<file path="config.mk">
export PLATFORM = sky130hd
export DESIGN_NAME = shift_reg_flat
export DESIGN_NICKNAME = d
export VERILOG_FILES = /design/src/rtl/shift_reg_if.sv /design/src/rtl/shift_reg.sv /design/src/flat_wrapper.sv
export SDC_FILE = /design/constraint.sdc
export NUM_CORES = 1
export LEC_CHECK = 0
export ABC_AREA = 0
export BUFFER_PORTS_ARGS = -buffer_cell sky130_fd_sc_hd__buf_2
export CORE_MARGIN = 5
export CORE_UTILIZATION = 40
export DETAILED_ROUTE_END_ITERATION = 10
export PLACE_DENSITY = 0.87
export SYNTH_ARGS = -nofsm -noshare
export SYNTH_HDL_FRONTEND = slang
export SYNTH_SLANG_ARGS = --single-unit
</file>
<file path="constraint.sdc">
create_clock -name clk -period 1.4 [get_ports clk]
set_input_delay 0.21 -clock clk [delete_from_list [all_inputs] [get_ports clk]]
set_output_delay 0.21 -clock clk [all_outputs]
set_load 0.01 [all_outputs]
</file>
<file path="src/rtl/shift_reg_if.sv">
// Control/data bundle for shift_reg: the driver side supplies mode/enable/serial/parallel inputs,
// the register side returns its state plus the flags derived from it.
interface shift_reg_if #(
    parameter int WIDTH = 8
);
    logic             en;
    logic [2:0]       mode;
    logic [WIDTH-1:0] d;
    logic             sin_l;
    logic             sin_r;
    logic [WIDTH-1:0] q;
    logic [WIDTH-1:0] qn;
    logic             sout_l;
    logic             sout_r;
    logic             zero;

    modport master (
        output en, mode, d, sin_l, sin_r,
        input  q, qn, sout_l, sout_r, zero
    );

    modport slave (
        input  en, mode, d, sin_l, sin_r,
        output q, qn, sout_l, sout_r, zero
    );
endinterface

</file>
<file path="src/rtl/shift_reg.sv">
// Universal shift register (load/shift/rotate/asr/clear), one-cycle latency, en=0 holds; no backpressure.
// Rotate modes exist only when SHIFT_REG_ROTATE_EN is defined, otherwise modes 100/101 hold.
module shift_reg #(
    parameter int               WIDTH   = 8,
    parameter logic [WIDTH-1:0] RST_VAL = '0
) (
    input  logic      clk,
    input  logic      rst,
    shift_reg_if.slave bus
);
    localparam logic [2:0] M_HOLD = 3'b000;
    localparam logic [2:0] M_LOAD = 3'b001;
    localparam logic [2:0] M_SHL  = 3'b010;
    localparam logic [2:0] M_SHR  = 3'b011;
`ifdef SHIFT_REG_ROTATE_EN
    localparam logic [2:0] M_ROL  = 3'b100;
    localparam logic [2:0] M_ROR  = 3'b101;
`endif
    localparam logic [2:0] M_ASR  = 3'b110;
    localparam logic [2:0] M_CLR  = 3'b111;

    logic [WIDTH-1:0] r_q;
    logic [WIDTH-1:0] w_next;

    always_comb begin
        w_next = r_q;
        case (bus.mode)
            M_HOLD: w_next = r_q;
            M_LOAD: w_next = bus.d;
            M_SHL:  w_next = {r_q[WIDTH-2:0], bus.sin_l};
            M_SHR:  w_next = {bus.sin_r, r_q[WIDTH-1:1]};
`ifdef SHIFT_REG_ROTATE_EN
            M_ROL:  w_next = {r_q[WIDTH-2:0], r_q[WIDTH-1]};
            M_ROR:  w_next = {r_q[0], r_q[WIDTH-1:1]};
`endif
            M_ASR:  w_next = {r_q[WIDTH-1], r_q[WIDTH-1:1]};
            M_CLR:  w_next = '0;
            // Undefined or disabled encodings keep the current state.
            default: w_next = r_q;
        endcase
    end

    always_ff @(posedge clk or posedge rst) begin
        if (rst) begin
            r_q <= RST_VAL;
        end else if (bus.en) begin
            r_q <= w_next;
        end
    end

    // Flags look only at the registered state so they move with q and nothing else.
    assign bus.q      = r_q;
    assign bus.qn     = ~r_q;
    assign bus.sout_l = r_q[WIDTH-1];
    assign bus.sout_r = r_q[0];
    assign bus.zero   = (r_q == '0);
endmodule

</file>
<file path="src/flat_wrapper.sv">
// flat-port wrapper written by rule: the top's interface ports become plain ports
module shift_reg_flat 
#(
    parameter int               WIDTH   = 8,
    parameter logic [WIDTH-1:0] RST_VAL = '0
)
  (clk, rst, bus_en, bus_mode, bus_d, bus_sin_l, bus_sin_r, bus_q, bus_qn, bus_sout_l, bus_sout_r, bus_zero);
  shift_reg_if #(.WIDTH(WIDTH)) bus_i ();
  input  logic clk;
  input  logic rst;
  input wire logic [$bits(bus_i.en)-1:0] bus_en;
  input wire logic [$bits(bus_i.mode)-1:0] bus_mode;
  input wire logic [$bits(bus_i.d)-1:0] bus_d;
  input wire logic [$bits(bus_i.sin_l)-1:0] bus_sin_l;
  input wire logic [$bits(bus_i.sin_r)-1:0] bus_sin_r;
  output wire logic [$bits(bus_i.q)-1:0] bus_q;
  output wire logic [$bits(bus_i.qn)-1:0] bus_qn;
  output wire logic [$bits(bus_i.sout_l)-1:0] bus_sout_l;
  output wire logic [$bits(bus_i.sout_r)-1:0] bus_sout_r;
  output wire logic [$bits(bus_i.zero)-1:0] bus_zero;
  assign bus_i.en = bus_en;
  assign bus_i.mode = bus_mode;
  assign bus_i.d = bus_d;
  assign bus_i.sin_l = bus_sin_l;
  assign bus_i.sin_r = bus_sin_r;
  assign bus_q = bus_i.q;
  assign bus_qn = bus_i.qn;
  assign bus_sout_l = bus_i.sout_l;
  assign bus_sout_r = bus_i.sout_r;
  assign bus_zero = bus_i.zero;
  shift_reg #(.WIDTH(WIDTH), .RST_VAL(RST_VAL)) u_core (.clk(clk), .rst(rst), .bus(bus_i));
endmodule
</file>
==> summary.md, run 1 <==
| Metric | Value |
|---|---|
| Number of synthesized flops with an enable pin | `0` |
| Gp weighted congestion | `approximately 0.8` |
| Critical Path Stages | `4` |
| Share of layout cells above drive strength 1 | `43.24%` |
| Min-delay worst type | `in -> reg` |
| Adder-cell share of the synthesized area | `0%` |
| First-pass GRT wire length | `~2700 um` |
| Setup crit end kind | `primary output` |
| DR vias | `around 700` |
| GRT Util Overall | `16.82%` |
| Max transition margin | `~78%` |
| Drt first pass iters | `4` |
| Core Box Area | `1334 sq um` |
| Min Tclk post-route | `about 1.3 ns` |
| Crit path max fanout | `4` |
| Crit Path Class | `reg -> out` |
| Cell Area, Synth | `579.3 sq um` |
| Worst slew pin tran | `~0.34 ns` |
| Max Buffers Root-to-Sink | `2` |
| Reg clk slew, reported paths | `0.06 ns` |
| Cell taking the most area after synthesis | `dfrtp_1` |
| Launching element type of the critical path | `flop` |
| Worst Skew | `between 0.003 and 0.004 ns` |
| Ys flop type | `dfrtp_1` |
| # setup viols final | `0` |
| Synth cell types | `25` |
| Most common cell in the netlist | `inv_1` |
| RSZ-0062 raised after global routing | `false` |
| Largest net degree at the start of global routing | `14` |
| Worst R2R Path Depth | `3` |
| Max reg flops | `8` |
| Largest family of logic cells by synthesized area | `compound AO/OA/AOI/OAI gates` |
| Initial DRC Count | `25` |
| Total negative slack | `0 ns` |
| Vias in the first global route | `between 600 and 700` |
| Asr flop ratio synth | `100.0%` |
| Mapped Cells | `73` |
| Wire length per cell | `14.25 um` |
| CTS tree | `yes` |
| Buf+Inv Stages, Crit Path | `2` |
| Synth Area in Compound Gates | `27.43%` |
| Antenna cell count | `0` |
| Initial core utilization | `a little over two fifths` |
| CP Cell Sequence | `inv_2 > nand4_1 > nor2_1 > buf_2` |
| CTS H-tree depth | `1` |
| Clk_lat worst skew | `around 0.26 ns` |
| Peak supply drop | `between 0.0005 and 0.0006 V` |
| Total wire length | `between 1500 and 2000 um` |
| Syn avg cell area | `7.936 sq um` |
| Pwr/cell area | `1049 nW/um^2` |
| Crit path max-delay cell type | `dfrtp_1` |
| Top Family by Delay on Critical Path | `flip-flops` |
| CP Data Arrival Time | `between 1 and 1.5 ns` |
| Run status | `finished, final reports clean` |
| Post-synthesis register bit count | `8` |
| Worst EP required | `1.19 ns` |
| Most frequent cells after synthesis | `inv_1, dfrtp_1, nand2_1, nor2_1, o21ai_1` |
| Final Hold Viols | `0` |
| Total grt overflow | `0` |
| Mux contribution to synthesized area | `~5.2%` |
| Area Overhead vs Synth | `38.66%` |
| Max-cap violations | `0` |
| CTS Buf Count | `3` |
| Post-DP HPWL | `around 1400 um` |
| Port Buffer Count | `34` |
| I/O pin cnt | `35` |
| Synth Area in XOR/XNOR | `0%` |
| Top cells by area, synth | `dfrtp_1, inv_1, a221oi_1` |
| Simple-Gate Fraction of Synth Area | `18.36%` |
| Clk Tree Root Cell | `clkbuf_4` |
| Final antenna-violating net count | `0` |
| Leakage Power | `0.4254 nW` |
| Die Area | `~2300 sq um` |
| Synth Net Count | `89` |
| Final core occ | `between 60% and 70%` |
| Syn. warnings | `0` |
| Vias per cell | `between 5 and 6` |
| WHS Path Cells | `2` |
| Drt drc | `0` |
| Die H | `just under 50 um` |
| FMAX | `758.8 MHz` |
| Initial antenna violation count | `0` |
| Max incr delay on CP | `between 0.4 and 0.5 ns` |
| Die W | `between 40 and 50 um` |
| Post-synthesis sequential area ratio | `34.56%` |
| Synth top area share | `about a third` |
| Row count | `13` |
| Final Net Count | `129` |
| CTS Sinks | `8` |
| Fin. max-slew vios | `0` |
| Crit share post-route | `94.13%` |
[power breakdown]
part	total [mW]	switching (mW)	leakage, nW	internal [mW]
clock network	0.186	0.0876	0.0138	0.0987
registers	0.311	0.0420	0.0974	0.269
logic	0.345	0.194	0.314	0.151
[metrics by stage]
stage	instance area [sq um]	instances	power (mW)	setup slack (ns)	hold slack, ns
after floorplan	579.3	73	0.5035	0.3336	0.02566
after global placement	755.7	120	0.6289	0.1664	0.1674
after detailed placement	755.7	120	0.6418	0.1562	0.1804
after CTS	788.3	124	0.8332	0.05986	0.1801
after global routing	803.3	126	0.9016	0.005146	0.2002
final	803.3	126	0.8427	0.08215	0.1859
[worst register-to-register path: cells and delay by family (launching register included)]
kind | cells | cell delay (ns)
AOI/OAI and AO/OA | 2 | 0.40
buffers and inverters | 1 | 0.15
DFF | 1 | 0.39
[layer usage]
layer | share of wire, % | routed length, um | track usage, % | up-vias
li1 | - | - | - | 335
met4 | 2.3 | 42 | 8.065 | 0
met5 | 0 | 0 | 0 | -
met1 | 39 | 694 | 19.86 | 303
met2 | 48 | 855 | 29.29 | 40
met3 | 11 | 201 | 2.632 | 7
[cell families after synthesis]
logic type / after synthesis
buffers and inverters: 17
AND/OR/NAND/NOR: 22
AO/OA/AOI/OAI: 23
flip-flops: 8
multiplexers: 3
[final cells by class]
| class | count | area [sq um] |
|---|---|---|
| Clock buffer | 3 | 22.52 |
| Fill cell | 124 | 530.5 |
| Inverter | 11 | 41.29 |
| Multi-Input combinational cell | 48 | 295.3 |
| Sequential cell | 8 | 200.2 |
| Tap cell | 15 | 18.77 |
| Timing Repair Buffer | 41 | 225.2 |
[path summary, 6_finish.rpt]
path | start | to | slack [ns]
max in group asynchronous | rst | u_core.bus.q[0] | 0.70
min in group asynchronous | rst | u_core.bus.q[2] | 0.45
worst min-delay path | bus_en | u_core.bus.q[7] | 0.19
worst max register to register | u_core.bus.q[3] | u_core.bus.q[4] | 0.34
worst min register to register | u_core.bus.q[5] | u_core.bus.q[5] | 0.56
worst max-delay path | u_core.bus.q[2] | bus_zero | 0.08
[cell usage in the layout, fill, tap and decap left out, types with 3 or more instances in the layout]
cell type,instances
a221oi_1,4
buf_2,34
buf_4,6
clkbuf_4,3
dfrtp_1,8
inv_1,8
inv_2,3
mux2i_1,3
nand2_1,8
nand2b_1,3
nor2_1,6
o21ai_1,5
o31ai_1,4
[what timing repair did]
item,CTS,global route
endpoints found under the setup margin,0,1
hold endpoints to repair,8,0
resized for setup,0,2
hold buffers,1,0
setup buffers,0,2
Note: power is estimated with default switching activity, not from simulation.
==> run 2, diff against run 1 <==
- CORE_UTILIZATION: 40 -> 41
- PLACE_DENSITY: 0.87 -> 0.89
- REMOVE_ABC_BUFFERS: default -> 1
- TNS_END_PERCENT: default -> 10
==> summary.md, run 2 (same netlist as run 1, synthesis figures left out) <==
| Metric | Value |
|---|---|
| Min-delay worst type | `in -> reg` |
| CTS H-tree depth | `1` |
| Crit share post-route | `98.15%` |
| Leakage Power | `0.4212 nW` |
| Gp weighted congestion | `approximately 0.79` |
| CP Data Arrival Time | `1.16 ns` |
| CTS Buf Count | `3` |
| Min-delay src | `bus_en` |
| Total grt overflow | `0` |
| Initial antenna violation count | `0` |
| Max transition margin | `approximately four fifths` |
| Reg clk slew, reported paths | `roughly 0.05 ns` |
| Total wire length | `between 1500 and 2000 um` |
| CP Cell Sequence | `inv_1 > nand4_1 > nor2_1 > buf_2` |
| Final Hold Viols | `0` |
| Crit path from | `u_core.bus.q[2]` |
| Final Non-Filler Cells | `~130` |
| Min Tclk post-route | `~1.4 ns` |
| Crit Path Class | `reg -> out` |
| Total negative slack | `0 ns` |
| Share of layout cells above drive strength 1 | `a little over two fifths` |
| First-pass GRT wire length | `around 2500 um` |
| Area Overhead vs Synth | `37.58%` |
| Die W | `approximately 48 um` |
| Die Area | `~2300 sq um` |
| Port Buffer Count | `34` |
| Run status | `finished, final reports clean` |
| Filler instances | `around 120` |
| Worst slew pin tran | `roughly 0.30 ns` |
| Placement Setup Slack | `0.1165 ns` |
| Most common cell after layout, fill and taps aside | `buf_2` |
| Wire length per cell | `approximately 14 um` |
| Buf+Inv Stages, Crit Path | `2` |
| Worst EP required | `~1.2 ns` |
| Launching element type of the critical path | `flop` |
| Pwr/cell area | `1029 nW/um^2` |
| Max-cap violations | `0` |
| Max incr delay on CP | `0.40 ns` |
| Row count | `13` |
| I/O pin cnt | `35` |
| Crit path max fanout | `4` |
| Initial core utilization | `approximately 44%` |
| CTS tree | `yes` |
| DR vias | `675` |
| Final Net Count | `around 130` |
| Max Buffers Root-to-Sink | `2` |
| Setup ws final | `approximately 0.026 ns` |
| Fin. max-slew vios | `0` |
| GRT Util Overall | `15.08%` |
| Drt first pass iters | `4` |
| Most frequent cells in the layout | `buf_2, inv_1, nand2_1` |
| Drt drc | `0` |
| Crit path max-delay cell type | `dfrtp_1` |
| Initial DRC Count | `18` |
| Core Box Area | `1318 sq um` |
| # setup viols final | `0` |
| Clk Tree Root Cell | `clkbuf_4` |
| Peak supply drop | `about 0.0007 V` |
| Setup crit end kind | `primary output` |
| Antenna cell count | `0` |
| Clk_lat worst skew | `between 0.2 and 0.25 ns` |
| Max reg flops | `8` |
| Die H | `47.59 um` |
| Final antenna-violating net count | `0` |
| Reg-to-reg startpoint | `u_core.bus.q[6]` |
| Post-DP HPWL | `approximately 1300 um` |
| Inst Count DP | `approximately 120` |
| Vias per cell | `5.400` |
| Worst Skew | `roughly 0.00074 ns` |
| CTS Sinks | `8` |
| Vias in the first global route | `between 500 and 600` |
| FMAX | `a little over 700 MHz` |
| Top Family by Delay on Critical Path | `flip-flops` |
| Largest net degree at the start of global routing | `15` |
==> run 2: timing repair <==
item                                   CTS  global route
hold buffers                             1             0
gates resized for setup                  0             2
setup endpoints to repair                0             1
endpoints found under the hold margin    8             0
buffers inserted                         0             2
==> run 2: area by class of cell <==
cell class	instances	area, sq um	area share (%)
inverters	11	41.29	5.181
flip-flops and latches	8	201.4	25.27
clock buffers	3	22.52	2.826
repair buffers	40	217.7	27.32
multi-input cells	48	295.3	37.05
well taps	15	18.77	2.355
==> run 2: per-layer routing <==
layer | share of wire, % | track usage, % | wire length (um)
met1 | 40 | 20.28 | 675
met3 | 5.6 | 2.256 | 94
met2 | 54 | 24.87 | 912
met4 | 0.47 | 4.839 | 8
met5 | 0 | 0 | 0
==> run 2: worst paths after layout <==
kind | endpoint | slack, ns | cells past startpoint
max in group asynchronous | u_core.bus.q[3] | 0.70 | 3
worst max register to register | u_core.bus.q[7] | 0.23 | 3
worst min-delay path | u_core.bus.q[7] | 0.22 | 2
worst max-delay path | bus_zero | 0.03 | 4
worst min register to register | u_core.bus.q[0] | 0.55 | 2
min in group asynchronous | u_core.bus.q[7] | 0.46 | 3
==> run 2: stage by stage <==
step,utilization (%),area [sq um],hold WS (ns),total power [mW]
6_report,60.49,797.0,0.2176,0.8203
3_3_place_gp,56.79,748.2,0.1618,0.6270
3_5_place_dp,56.79,748.2,0.1607,0.6351
5_1_grt,60.49,797.0,0.2157,0.8786
4_1_cts,59.26,780.7,0.2084,0.8069
2_1_floorplan,-,536.8,0.02566,0.4751
==> run 2: power by group <==
group	switching [mW]	internal [mW]	leakage [nW]
Sequential	0.0472	0.271	0.0962
Combinational	0.188	0.148	0.311
Clock	0.0691	0.0975	0.0138
Total	0.304	0.516	0.421
